**config.mk**
```make
export PLATFORM = sky130hd
export DESIGN_NAME = sample_rr_sched_flat
export DESIGN_NICKNAME = d
export VERILOG_FILES = /design/src/rtl/sample_rr_sched_if.sv /design/src/rtl/sample_rr_sched.sv /design/src/flat_wrapper.sv
export SDC_FILE = /design/constraint.sdc
export NUM_CORES = 1
export LEC_CHECK = 0
export CAP_MARGIN = 20
export CORE_ASPECT_RATIO = 0.75
export CORE_UTILIZATION = 45
export CTS_CLUSTER_SIZE = 30
export DETAILED_ROUTE_END_ITERATION = 8
export PLACE_DENSITY = 0.7
export SYNTH_ARGS = -nofsm -noshare
export SYNTH_HDL_FRONTEND = slang
export SYNTH_SLANG_ARGS = --single-unit
```
**constraint.sdc**
```tcl
create_clock -name clk -period 5 [get_ports clk]
set_input_delay 1 -clock clk [delete_from_list [all_inputs] [get_ports clk]]
set_output_delay 1 -clock clk [all_outputs]
set_load 0.05 [all_outputs]
```
**src/rtl/sample_rr_sched_if.sv**
```systemverilog
// Handshake bundle for sample_rr_sched: N sampled inputs, one tagged output,
// plus the sticky overrun flags and their clear strobe.
interface sample_rr_sched_if #(
    parameter int N = 4,
    parameter int W = 16
);
    localparam int CW = (N > 1) ? $clog2(N) : 1;

    logic [N*W-1:0] din_data;
    logic [N-1:0]   din_valid;
    logic [N-1:0]   din_ready;
    logic [W-1:0]   dout_data;
    logic [CW-1:0]  dout_ctrl;
    logic           dout_valid;
    logic           dout_ready;
    logic [N-1:0]   ovr;
    logic           ovr_clr;

    modport master (
        output din_data, din_valid, dout_ready, ovr_clr,
        input  din_ready, dout_data, dout_ctrl, dout_valid, ovr
    );

    modport slave (
        input  din_data, din_valid, dout_ready, ovr_clr,
        output din_ready, dout_data, dout_ctrl, dout_valid, ovr
    );
endinterface

```
**src/rtl/sample_rr_sched.sv**
```systemverilog
// Round-robin scheduler sharing one output between N latest-value channels;
// each grant is tagged with its channel index.
module sample_rr_sched #(
    parameter int           N          = 4,
    parameter int           W          = 16,
    parameter logic [W-1:0] INIT       = '0,
    parameter bit           INIT_VALID = 1'b0
) (
    input  logic              clk,
    input  logic              rst,
    sample_rr_sched_if.slave  bus
);
    localparam int CW = (N > 1) ? $clog2(N) : 1;

    logic [W-1:0]   din_arr [N];
    logic [W-1:0]   reg_q   [N];
    logic [W-1:0]   reg_d   [N];
    logic [N-1:0]   pend_q, pend_d;
    logic [N-1:0]   ovr_q, ovr_d;
    logic [CW-1:0]  ptr_q, ptr_d;
    logic [W-1:0]   dout_data_q, dout_data_d;
    logic [CW-1:0]  dout_ctrl_q, dout_ctrl_d;
    logic           dout_valid_q, dout_valid_d;

    logic [N-1:0]   req;
    logic [N-1:0]   ovr_set;
    logic [2*N-1:0] dbl;
    logic [CW-1:0]  off;
    logic [CW:0]    sum;
    logic [CW-1:0]  win;
    logic           load;
    logic           grant;

    for (genvar g = 0; g < N; g++) begin : g_unpack
        assign din_arr[g] = bus.din_data[g*W +: W];
    end

    // Rotate requests so ptr sits at bit 0, pick the lowest, rotate back.
    always_comb begin
        req = pend_q | bus.din_valid;
        dbl = {req, req} >> ptr_q;
        off = '0;
        for (int i = N - 1; i >= 0; i--) begin
            if (dbl[i]) off = CW'(i);
        end
        sum = {1'b0, ptr_q} + {1'b0, off};
        if (sum >= (CW+1)'(N)) win = CW'(sum - (CW+1)'(N));
        else                   win = CW'(sum);
    end

    always_comb begin
        load  = !dout_valid_q || bus.dout_ready;
        grant = load && (|req);

        reg_d        = reg_q;
        pend_d       = pend_q;
        ptr_d        = ptr_q;
        dout_data_d  = dout_data_q;
        dout_ctrl_d  = dout_ctrl_q;
        dout_valid_d = dout_valid_q;

        for (int i = 0; i < N; i++) begin
            ovr_set[i] = bus.din_valid[i] && pend_q[i] &&
                         !(grant && (win == CW'(i)));
            if (bus.din_valid[i]) begin
                reg_d[i]  = din_arr[i];
                pend_d[i] = 1'b1;
            end
        end

        if (grant) begin
            dout_data_d  = bus.din_valid[win] ? din_arr[win] : reg_q[win];
            dout_ctrl_d  = win;
            dout_valid_d = 1'b1;
            pend_d[win]  = 1'b0;
            ptr_d        = (win == CW'(N - 1)) ? '0 : win + CW'(1);
        end else if (load) begin
            dout_valid_d = 1'b0;
        end

        // A fresh overrun outranks the clear strobe.
        ovr_d = (bus.ovr_clr ? '0 : ovr_q) | ovr_set;
    end

    always_ff @(posedge clk) begin
        if (rst) begin
            for (int i = 0; i < N; i++) reg_q[i] <= INIT;
            pend_q       <= {N{INIT_VALID}};
            ovr_q        <= '0;
            ptr_q        <= '0;
            dout_data_q  <= '0;
            dout_ctrl_q  <= '0;
            dout_valid_q <= 1'b0;
        end else begin
            reg_q        <= reg_d;
            pend_q       <= pend_d;
            ovr_q        <= ovr_d;
            ptr_q        <= ptr_d;
            dout_data_q  <= dout_data_d;
            dout_ctrl_q  <= dout_ctrl_d;
            dout_valid_q <= dout_valid_d;
        end
    end

    assign bus.din_ready  = '1;
    assign bus.dout_data  = dout_data_q;
    assign bus.dout_ctrl  = dout_ctrl_q;
    assign bus.dout_valid = dout_valid_q;
    assign bus.ovr        = ovr_q;
endmodule

```
**src/flat_wrapper.sv**
```systemverilog
// flat-port wrapper written by rule: the top's interface ports become plain ports
module sample_rr_sched_flat 
#(
    parameter int           N          = 4,
    parameter int           W          = 16,
    parameter logic [W-1:0] INIT       = '0,
    parameter bit           INIT_VALID = 1'b0
)
  (clk, rst, bus_din_data, bus_din_valid, bus_dout_ready, bus_ovr_clr, bus_din_ready, bus_dout_data, bus_dout_ctrl, bus_dout_valid, bus_ovr);
  sample_rr_sched_if #(.N(N), .W(W)) bus_i ();
  input  logic clk;
  input  logic rst;
  input wire logic [$bits(bus_i.din_data)-1:0] bus_din_data;
  input wire logic [$bits(bus_i.din_valid)-1:0] bus_din_valid;
  input wire logic [$bits(bus_i.dout_ready)-1:0] bus_dout_ready;
  input wire logic [$bits(bus_i.ovr_clr)-1:0] bus_ovr_clr;
  output wire logic [$bits(bus_i.din_ready)-1:0] bus_din_ready;
  output wire logic [$bits(bus_i.dout_data)-1:0] bus_dout_data;
  output wire logic [$bits(bus_i.dout_ctrl)-1:0] bus_dout_ctrl;
  output wire logic [$bits(bus_i.dout_valid)-1:0] bus_dout_valid;
  output wire logic [$bits(bus_i.ovr)-1:0] bus_ovr;
  assign bus_i.din_data = bus_din_data;
  assign bus_i.din_valid = bus_din_valid;
  assign bus_i.dout_ready = bus_dout_ready;
  assign bus_i.ovr_clr = bus_ovr_clr;
  assign bus_din_ready = bus_i.din_ready;
  assign bus_dout_data = bus_i.dout_data;
  assign bus_dout_ctrl = bus_i.dout_ctrl;
  assign bus_dout_valid = bus_i.dout_valid;
  assign bus_ovr = bus_i.ovr;
  sample_rr_sched #(.N(N), .W(W), .INIT(INIT), .INIT_VALID(INIT_VALID)) u_core (.clk(clk), .rst(rst), .bus(bus_i));
endmodule
```
==> qor.txt, run 1 <==
outcome -> finished clean
clk_skew -> 0.007388 ns
num ports -> 99
nets@finish -> 803
RSZ-0062 raised after global routing -> no
clock latency on the worst-skew pair -> 0.35 ns
Crit. End Element -> register
Post-Syn Area -> 5314 sq um
Total Wirelength -> 17090 um
first-pass GRT wire length -> 26340 um
CTS Buf Count -> 9
Worst-path clk slew -> 0.07 ns
Fmax -> 0.2442 GHz
final setup fails -> 0
Worst Hold Class -> register to register
critical path type -> input pin to register
Worst EP arrival -> 4.32 ns
post-CTS sizing -> 0
Max-cap violations -> 0
worst setup margin -> 0.9043 ns
pwr/cell area -> 613.1 nW/um^2
drt initial violations -> 614
number of port buffers -> 94
RR Startpoint -> u_core.pend_q[3]
slew of the pin with the lowest slew margin -> 0.9415 ns
Fin Setup TNS -> 0 ns
fillcell total -> 1012
clk buf depth -> 2
Final GP Congestion -> 0.8999
Req. time, crit path -> 5.22 ns
DP Worst Slack -> 0.6208 ns
area delta synth->final -> 26.51%
# DRC -> 0
wire per inst -> 19.18 um
Hold Violations, Final -> 0
Slew Limit Fails -> 0
Async SR Flop Fraction -> 0%
chip height -> 96.11 um
Synth Flop Type -> dfxtp_1
area of the multi-input gates -> 3198 sq um
largest net degree at the start of global routing -> 78
initial antenna violation count -> 0
total grt overflow -> 0
Sequential cell area -> 1862 sq um
crit share post-route -> 81.91%
Post-DRT Antenna Nets -> 0
Post-synth EDFFs -> 0
Startpoint Class -> input pin
Core ar. -> 11190 sq um
post-CTS setup buffers -> 0
Mapped Avg Cell Area -> 7.979 sq um
root buffer cell -> clkbuf_16
Slew HR -> 37.19%
Yosys warning total -> 0
# diodes -> 0
First-pass DRT Iterations -> 5
Synth Register Bits -> 93
row cnt -> 33
PnR Total Power -> 4.121 mW
Tot GR Track Use -> 28.23%
Via Count -> 5359
Die X -> 127.5 um
vias per cell -> 6.015
cts hold-fix bufs -> 0
critical path peak fanout -> 34
VDD IR max -> 0.4212 mV
die area -> 12250 sq um
fin crit period -> 4.096 ns
layout cell share with drive strength beyond 1 -> 7.902%
HPWL after DPL -> 12000 um
Initial Util -> 47.49%
Sink Count -> 93
number of distinct library cells after synthesis -> 43
worst hold start -> u_core.bus.ovr[2]
vias in the first global route -> 4776
H-tree Lvls -> 3
sequential fraction of the synthesis area -> 35.04%
leakage power -> 2.718 nW
Mapped Cells -> 666
CTS tree -> built
CP startpoint -> bus_din_valid[3]
## cells by family (layout without fill, tap and decap cells)
kind of cell	count (synthesis)	count (layout)	synth area share (%)
AOI/OAI and AO/OA	141	141	18.55
buffers and inverters	73	138	5.510
and+or+nand+nor	256	256	21.19
muxes	100	100	19.17
DFF	93	93	35.04
adders and majority gates	2	2	0.4708
other	1	4	0.07057
## cell usage in the layout (no fill, tap or decap), types with 2 or more instances in the layout
cell and count:
o311a_1 16, inv_2 2, a21oi_1 21, o22ai_1 16, o311ai_1 2, a211oi_1 5, nor2_1 74, o21ai_0 20
nand2b_1 2, conb_1 4, a31oi_1 16, clkbuf_16 9, nand2_1 72, nor3_1 82, o31ai_1 16, o211ai_1 18
mux2i_1 98, dfxtp_1 93, buf_4 23, nand3_1 19, clkinvlp_4 2, bufinv_16 2, inv_6 2, a21oi_2 2
clkdlybuf4s50_1 93
## cell usage after synthesis, drive strengths merged, types with 2 or more instances
cell type / instances / area share [%]
o211ai: 18 / 2.5
o311ai: 2 / 0.33
nand3: 19 / 1.8
or4: 2 / 0.35
ha: 2 / 0.47
nor3: 83 / 8.0
nand2b: 2 / 0.24
inv: 3 / 0.21
nand2: 72 / 5.1
clkbuf: 51 / 3.6
mux2i: 98 / 18
a31oi: 16 / 1.9
dfxtp: 93 / 35
a211oi: 5 / 0.71
o21ai: 22 / 2.1
a21oi: 24 / 2.6
o31ai: 16 / 2.3
o311a: 16 / 3.0
o22ai: 16 / 1.9
buf: 18 / 1.6
nor2: 75 / 5.3
## area by class of cell
cell class / count / area share, %
Timing Repair Buffer: 118 / 16.79
Multi-Input combinational cell: 503 / 47.57
Tap cell: 157 / 2.922
Clock buffer: 9 / 3.350
Clock inverter: 7 / 1.452
Sequential cell: 93 / 27.69
Inverter: 4 / 0.2233
## per-stage QoR
| step | hold slack (ns) | util [%] | instances | cell area [sq um] |
|---|---|---|---|---|
| global route | 0.4813 | 60.08 | 891 | 6723 |
| finish | 0.4592 | 60.08 | 891 | 6723 |
| detailed placement | 0.4565 | 57.20 | 875 | 6400 |
| floorplan | 0.4596 | - | 669 | 5325 |
| global placement | 0.4440 | 57.20 | 875 | 6400 |
| CTS | 0.4668 | 60.08 | 891 | 6723 |
## state kept, by name, indices dropped and copies added (netlist names)
register               cells
u_core.bus.dout_valid      1
u_core.bus.dout_data      16
u_core.ptr_q               2
u_core.reg_q              64
u_core.bus.ovr             4
u_core.pend_q              4
u_core.bus.dout_ctrl       2
## power by group
part | switching (mW) | internal (mW) | total (mW)
registers | 0.101 | 0.849 | 0.951
logic | 1.52 | 0.893 | 2.42
clock network | 0.313 | 0.441 | 0.754
## routing by layer
| layer | wire, um | track usage [%] | vias to the layer above | part of all wire [%] |
|---|---|---|---|---|
| met1 | 8018 | 41.77 | 2482 | 47 |
| met3 | 1846 | 6.170 | 23 | 11 |
| met4 | 230 | 6.647 | 0 | 1.3 |
| met2 | 6996 | 41.21 | 301 | 41 |
| met5 | 0 | 0 | - | 0 |
| li1 | - | - | 2553 | - |
## critical path: stages
cell and delay, ns:
clkdlybuf4s50_1 0.48, nor2_1 0.31, o21ai_0 0.14, mux4_2 0.48, o211ai_1 0.14, ha_4 0.18
buf_4 0.35, a21oi_4 0.14, nor2_2 0.27, mux2_4 0.43, o311a_1 0.39
## final timing paths
kind / endpoint / slack [ns] / cells past startpoint
max: u_core.bus.dout_data[13] / 0.90 / 11
min: u_core.bus.ovr[2] / 0.46 / 2
max reg2reg: u_core.bus.dout_data[13] / 1.69 / 10
min reg2reg: u_core.bus.ovr[2] / 0.46 / 2
Power figures use the tool's default switching activity.
==> run 2: changes to the inputs <==
==> constraint.sdc (replaced) <==
create_clock -name clk -period 4.1 [get_ports clk]
set_input_delay 0.82 -clock clk [delete_from_list [all_inputs] [get_ports clk]]
set_output_delay 0.82 -clock clk [all_outputs]
set_load 0.05 [all_outputs]
==> qor.txt, run 2 (same netlist as run 1, synthesis figures left out) <==
critical path peak fanout -> 32 (-5.9%)
crit share post-route -> 88.82%
FF-to-FF setup slack -> 1.10 ns (-0.59 ns)
Worst Hold Path EP -> u_core.bus.dout_ctrl[0]
number of port buffers -> 94 (unchanged)
drt initial violations -> 787 (+28%)
HPWL after DPL -> 12120 um (+1.0%)
First-pass DRT Iterations -> 5 (unchanged)
critical path type -> input pin to register
Req. time, crit path -> 4.33 ns (-0.89 ns)
area delta synth->final -> 28.18%
max FFs per register -> 64 (unchanged)
cts hold-fix bufs -> 0 (unchanged)
Die X -> 127.5 um (unchanged)
total grt overflow -> 0 (unchanged)
die area -> 12250 sq um (unchanged)
clk_skew -> 0.005300 ns (-0.002089 ns)
Slew Limit Fails -> 0 (unchanged)
row cnt -> 33 (unchanged)
WHS -> 0.4584 ns (-0.0008120 ns)
num ports -> 99 (unchanged)
pwr/cell area -> 761.7 nW/um^2 (+24%)
Worst EP arrival -> 3.87 ns (-0.45 ns)
post-CTS setup buffers -> 0 (unchanged)
VDD IR max -> 0.4138 mV (-1.8%)
# diodes -> 0 (unchanged)
vias in the first global route -> 5140 (+7.6%)
Via Count -> 5569 (+3.9%)
clk buf depth -> 2 (unchanged)
Hold Violations, Final -> 0 (unchanged)
post-placement cell area -> 6465 sq um (+1.0%)
RR Startpoint -> u_core.pend_q[2]
clock latency on the worst-skew pair -> 0.35 ns (about the same)
H-tree Lvls -> 3 (unchanged)
Max-cap violations -> 0 (unchanged)
Final GP Congestion -> 0.8330 (-7.4%)
Sink Count -> 93 (unchanged)
layout cell share with drive strength beyond 1 -> 8.772% (+0.87 points)
Worst-path clk slew -> 0.07 ns (about the same)
wire per inst -> 19.56 um (+2.0%)
Largest Register -> u_core.reg_q
nets@finish -> 810 (+0.87%)
Tot GR Track Use -> 29.54% (+1.3 points)
commonest non-fill, non-tap cell in the layout -> mux2i_1
Core ar. -> 11190 sq um (unchanged)
post-CTS sizing -> 0 (unchanged)
PnR Total Power -> 5.188 mW (+26%)
leakage power -> 2.773 nW (+2.0%)
Initial Util -> 47.49% (unchanged)
first-pass GRT wire length -> 27680 um (+5.1%)
initial antenna violation count -> 0 (unchanged)
commonest non-fill, non-tap cells in the layout -> mux2i_1 (98), clkdlybuf4s50_1 (93), dfxtp_1 (93)
Fin Setup TNS -> 0 ns (unchanged)
CTS Buf Count -> 9 (unchanged)
Worst Hold Class -> register to register
slew of the pin with the lowest slew margin -> 0.8335 ns (-0.1081 ns)
Crit. End Element -> register
number of cells on the worst reg-to-reg path -> 11 (+1)
Post-DRT Antenna Nets -> 0 (unchanged)
Fmax -> 0.2746 GHz
vias per cell -> 6.202 (+3.1%)
final instance area -> 6812 sq um (+1.3%)
Startpoint Class -> input pin
worst reg2reg endpoint -> u_core.bus.dout_data[1]
CTS tree -> built
Total Wirelength -> 17560 um (+2.8%)
Slew HR -> 44.44% (+7.2 points)
fin crit period -> 3.642 ns
outcome -> finished clean
final setup fails -> 0 (unchanged)
worst hold start -> u_core.bus.dout_ctrl[0]
chip height -> 96.11 um (unchanged)
DP Worst Slack -> 0.1933 ns (-0.4275 ns)
fillcell total -> 973 (-3.9%)
largest net degree at the start of global routing -> 77 (-1.3%)
worst setup margin -> 0.4583 ns (-0.4461 ns)
root buffer cell -> clkbuf_16
RSZ-0062 raised after global routing -> no
Hold Path Cell Cnt -> 2 (unchanged)
# DRC -> 0 (unchanged)
## run 2: cell types whose count changed in the layout (fill, tap and decap cells not counted)
cell,delta
buf_4,+6
clkinvlp_4,-2
bufinv_16,+1
buf_12,+1
clkinv_4,+2
inv_6,-1
## run 2: report_power, final
part / switching, mW / leakage [nW] / total, mW / internal (mW)
Combinational: 1.90 / 1.83 / 3.05 / 1.15
Clock: 0.380 / 0.170 / 0.979 / 0.600
Sequential: 0.127 / 0.769 / 1.16 / 1.04
## run 2: worst max-delay path, cell delays in order
cell and delay (ns):
clkdlybuf4s50_1 0.50, nor2_1 0.29, o21ai_0 0.14, mux4_2 0.47, o211ai_1 0.14, ha_4 0.22, buf_4 0.34, nand3_1 0.14
buf_4 0.25, nand3_1 0.11, a31oi_1 0.09, o311a_1 0.32
## run 2: layout make-up
cell class	count	area, sq um	area share, %
inverter	4	15.01	0.2204
multi-input combinational	503	3198	46.95
tap	157	196.4	2.884
clock buffer	9	225.2	3.306
timing repair buffer	125	1194	17.52
sequential	93	1862	27.33
clock inverter	7	121.4	1.782
## run 2: metrics by stage
stage          instances  util, %
2_1_floorplan        669        -
3_3_place_gp         882    57.78
3_5_place_dp         882    57.78
4_1_cts              898    60.87
5_1_grt              898    60.87
6_report             898    60.87
## run 2: metal layers
metal  vias up  part of all wire, %  track usage (%)
li1       2566                    -                -
met1      2585                   45            42.95
met2       372                   41            42.30
met3        46                   12            6.837
met4         0                  2.1            9.425
met5         -                    0            3.782
## run 2: worst max path at each step
stage,cells after the start,slack [ns],start,endpoint
global placement,9,0.32,bus_din_valid[2],u_core.bus.dout_data[10]
finish,12,0.46,bus_din_valid[2],u_core.bus.dout_data[1]
global route,12,0.33,bus_din_valid[2],u_core.bus.dout_data[9]
detailed placement,12,0.19,bus_din_valid[2],u_core.bus.dout_data[4]
CTS,12,0.53,bus_din_valid[2],u_core.bus.dout_data[1]
floorplan,12,0.21,bus_din_valid[0],u_core.bus.ovr[3]
==> run 3: changes to the inputs <==
==> constraint.sdc (replaced) <==
create_clock -name clk -period 4.7 [get_ports clk]
set_input_delay 0.94 -clock clk [delete_from_list [all_inputs] [get_ports clk]]
set_output_delay 0.94 -clock clk [all_outputs]
set_load 0.05 [all_outputs]
==> qor.txt, run 3 (same netlist as run 1, synthesis figures left out) <==
outcome -> finished clean
num ports -> 99 (unchanged)
CTS tree -> built
worst setup margin -> 0.7710 ns (+0.3127 ns)
Via Count -> 5401 (-3.0%)
number of port buffers -> 94 (unchanged)
CP Cell Sequence -> clkdlybuf4s50_1 -> buf_4 -> or4_4 -> a21oi_2 -> o21bai_2 -> nand3_1 -> buf_4 -> nand3_1 -> a31oi_1 -> o311a_1
crit share post-route -> 83.60%
Core ar. -> 11190 sq um (unchanged)
Post-DRT Antenna Nets -> 0 (unchanged)
Startpoint Class -> input pin
cts hold-fix bufs -> 0 (unchanged)
vias in the first global route -> 4993 (-2.9%)
GRT busiest layer -> met2
row cnt -> 33 (unchanged)
critical path type -> input pin to register
VDD IR max -> 0.4584 mV (+11%)
vias per cell -> 6.069 (-2.1%)
Largest Register -> u_core.reg_q
CTS Buf Count -> 9 (unchanged)
wire per inst -> 19.41 um (-0.75%)
Req. time, crit path -> 4.93 ns (+0.60 ns)
root buffer cell -> clkbuf_16
clk buf depth -> 2 (unchanged)
critical path peak fanout -> 24 (-25%)
H-tree Lvls -> 3 (unchanged)
DP Worst Slack -> 0.4935 ns (+0.3001 ns)
global routing met2 resource utilization -> 44.13% (+1.8 points)
initial antenna violation count -> 0 (unchanged)
fin crit period -> 3.929 ns
post-CTS setup buffers -> 0 (unchanged)
Slew HR -> 39.56% (-4.9 points)
FF-to-FF setup slack -> 1.57 ns (+0.47 ns)
commonest non-fill, non-tap cell in the layout -> mux2i_1
GR Layer Usage met3 -> 6.726% (-0.11 points)
worst hold start -> u_core.bus.ovr[2]
clock latency on the worst-skew pair -> 0.34 ns (about the same)
Tot GR Track Use -> 28.93% (-0.61 points)
Worst EP arrival -> 4.16 ns (+0.29 ns)
Worst Hold Class -> register to register
leakage power -> 2.703 nW (-2.5%)
RR Startpoint -> u_core.pend_q[3]
Die X -> 127.5 um (unchanged)
nets@finish -> 802 (-0.99%)
chip height -> 96.11 um (unchanged)
clk_skew -> 0.004980 ns (-0.0003199 ns)
GRT met1 Usage -> 40.81% (-2.1 points)
Max-cap violations -> 0 (unchanged)
commonest non-fill, non-tap cells in the layout -> mux2i_1 (98), clkdlybuf4s50_1 (93), dfxtp_1 (93)
HPWL after DPL -> 12310 um (+1.5%)
max FFs per register -> 64 (unchanged)
Sink Count -> 93 (unchanged)
Worst Hold Path EP -> u_core.bus.ovr[2]
drt initial violations -> 694 (-12%)
Initial Util -> 47.49% (unchanged)
Worst-path clk slew -> 0.07 ns (about the same)
post-CTS sizing -> 0 (unchanged)
Total Wirelength -> 17280 um (-1.6%)
Final GP Congestion -> 0.8965 (+7.6%)
# diodes -> 0 (unchanged)
# DRC -> 0 (unchanged)
slowest cell on the critical path -> o21bai_2
Hold Violations, Final -> 0 (unchanged)
First-pass DRT Iterations -> 6 (+1)
largest net degree at the start of global routing -> 77 (unchanged)
number of cells on the worst reg-to-reg path -> 10 (-1)
CP max stage delay -> 0.71 ns (+0.21 ns)
first-pass GRT wire length -> 27050 um (-2.2%)
slew of the pin with the lowest slew margin -> 0.9059 ns (+0.07248 ns)
final setup fails -> 0 (unchanged)
Slew Limit Fails -> 0 (unchanged)
worst reg2reg endpoint -> u_core.bus.dout_data[13]
layout cell share with drive strength beyond 1 -> 7.776% (-1.0 points)
total grt overflow -> 0 (unchanged)
RSZ-0062 raised after global routing -> no
Hold Path Cell Cnt -> 2 (unchanged)
Crit. End Element -> register
die area -> 12250 sq um (unchanged)
pwr/cell area -> 642.8 nW/um^2 (-16%)
area delta synth->final -> 25.71%
Fmax -> 0.2545 GHz
Fin Setup TNS -> 0 ns (unchanged)
run 3: changes by cell type in the layout (fill, tap and decap cells not counted):
cell / delta
buf_4: -7
clkbuf_8: +2
buf_12: -1
bufinv_16: -3
clkinvlp_4: +1
inv_6: -1
clkinv_2: +1
run 3: worst max-delay path by stage:
| stage | from | to | slack (ns) | cells after the start |
|---|---|---|---|---|
| final | bus_din_valid[3] | u_core.bus.dout_data[7] | 0.77 | 10 |
| after global placement | bus_din_valid[3] | u_core.bus.dout_data[7] | 0.52 | 12 |
| after global routing | bus_din_valid[3] | u_core.bus.dout_data[8] | 0.58 | 12 |
| after CTS | bus_din_valid[3] | u_core.bus.dout_data[13] | 0.83 | 11 |
| after floorplan | bus_din_valid[0] | u_core.bus.ovr[3] | 0.69 | 12 |
| after detailed placement | bus_din_valid[3] | u_core.bus.dout_data[13] | 0.49 | 11 |
run 3: per-layer routing:
| layer | vias to the layer above | share of wire, % |
|---|---|---|
| li1 | 2551 | - |
| met1 | 2535 | 46 |
| met2 | 296 | 42 |
| met3 | 19 | 11 |
| met4 | 0 | 1.3 |
| met5 | - | 0 |
run 3: report_power, final:
group	internal, mW	switching, mW	leakage, nW
logic	0.950	1.63	1.79
clock network	0.388	0.315	0.141
registers	0.904	0.105	0.769
run 3: metrics by stage:
stage / area [sq um] / total power [mW] / cells / hold slack [ns] / util, %
floorplan: 5325 / 2.848 / 669 / 0.4596 / -
global placement: 6392 / 3.484 / 874 / 0.4407 / 57.13
detailed placement: 6392 / 3.543 / 874 / 0.4483 / 57.13
CTS: 6680 / 4.246 / 890 / 0.4583 / 59.70
global route: 6680 / 4.540 / 890 / 0.4794 / 59.70
finish: 6680 / 4.294 / 890 / 0.4559 / 59.70
run 3: cell type report:
class / count / area (sq um)
clock buffers: 11 / 252.7
clock inverters: 5 / 35.03
fillers: 1018 / 4509
inverters: 4 / 15.01
multi-input cells: 503 / 3198
flip-flops and latches: 93 / 1862
well taps: 157 / 196.4
repair buffers: 117 / 1121
run 3: critical path, delay by kind of cell:
kind,cells,cell delay (ns)
AO/OA/AOI/OAI,4,1.17
buffers and inverters,3,1.20
AND/OR/NAND/NOR,3,0.83
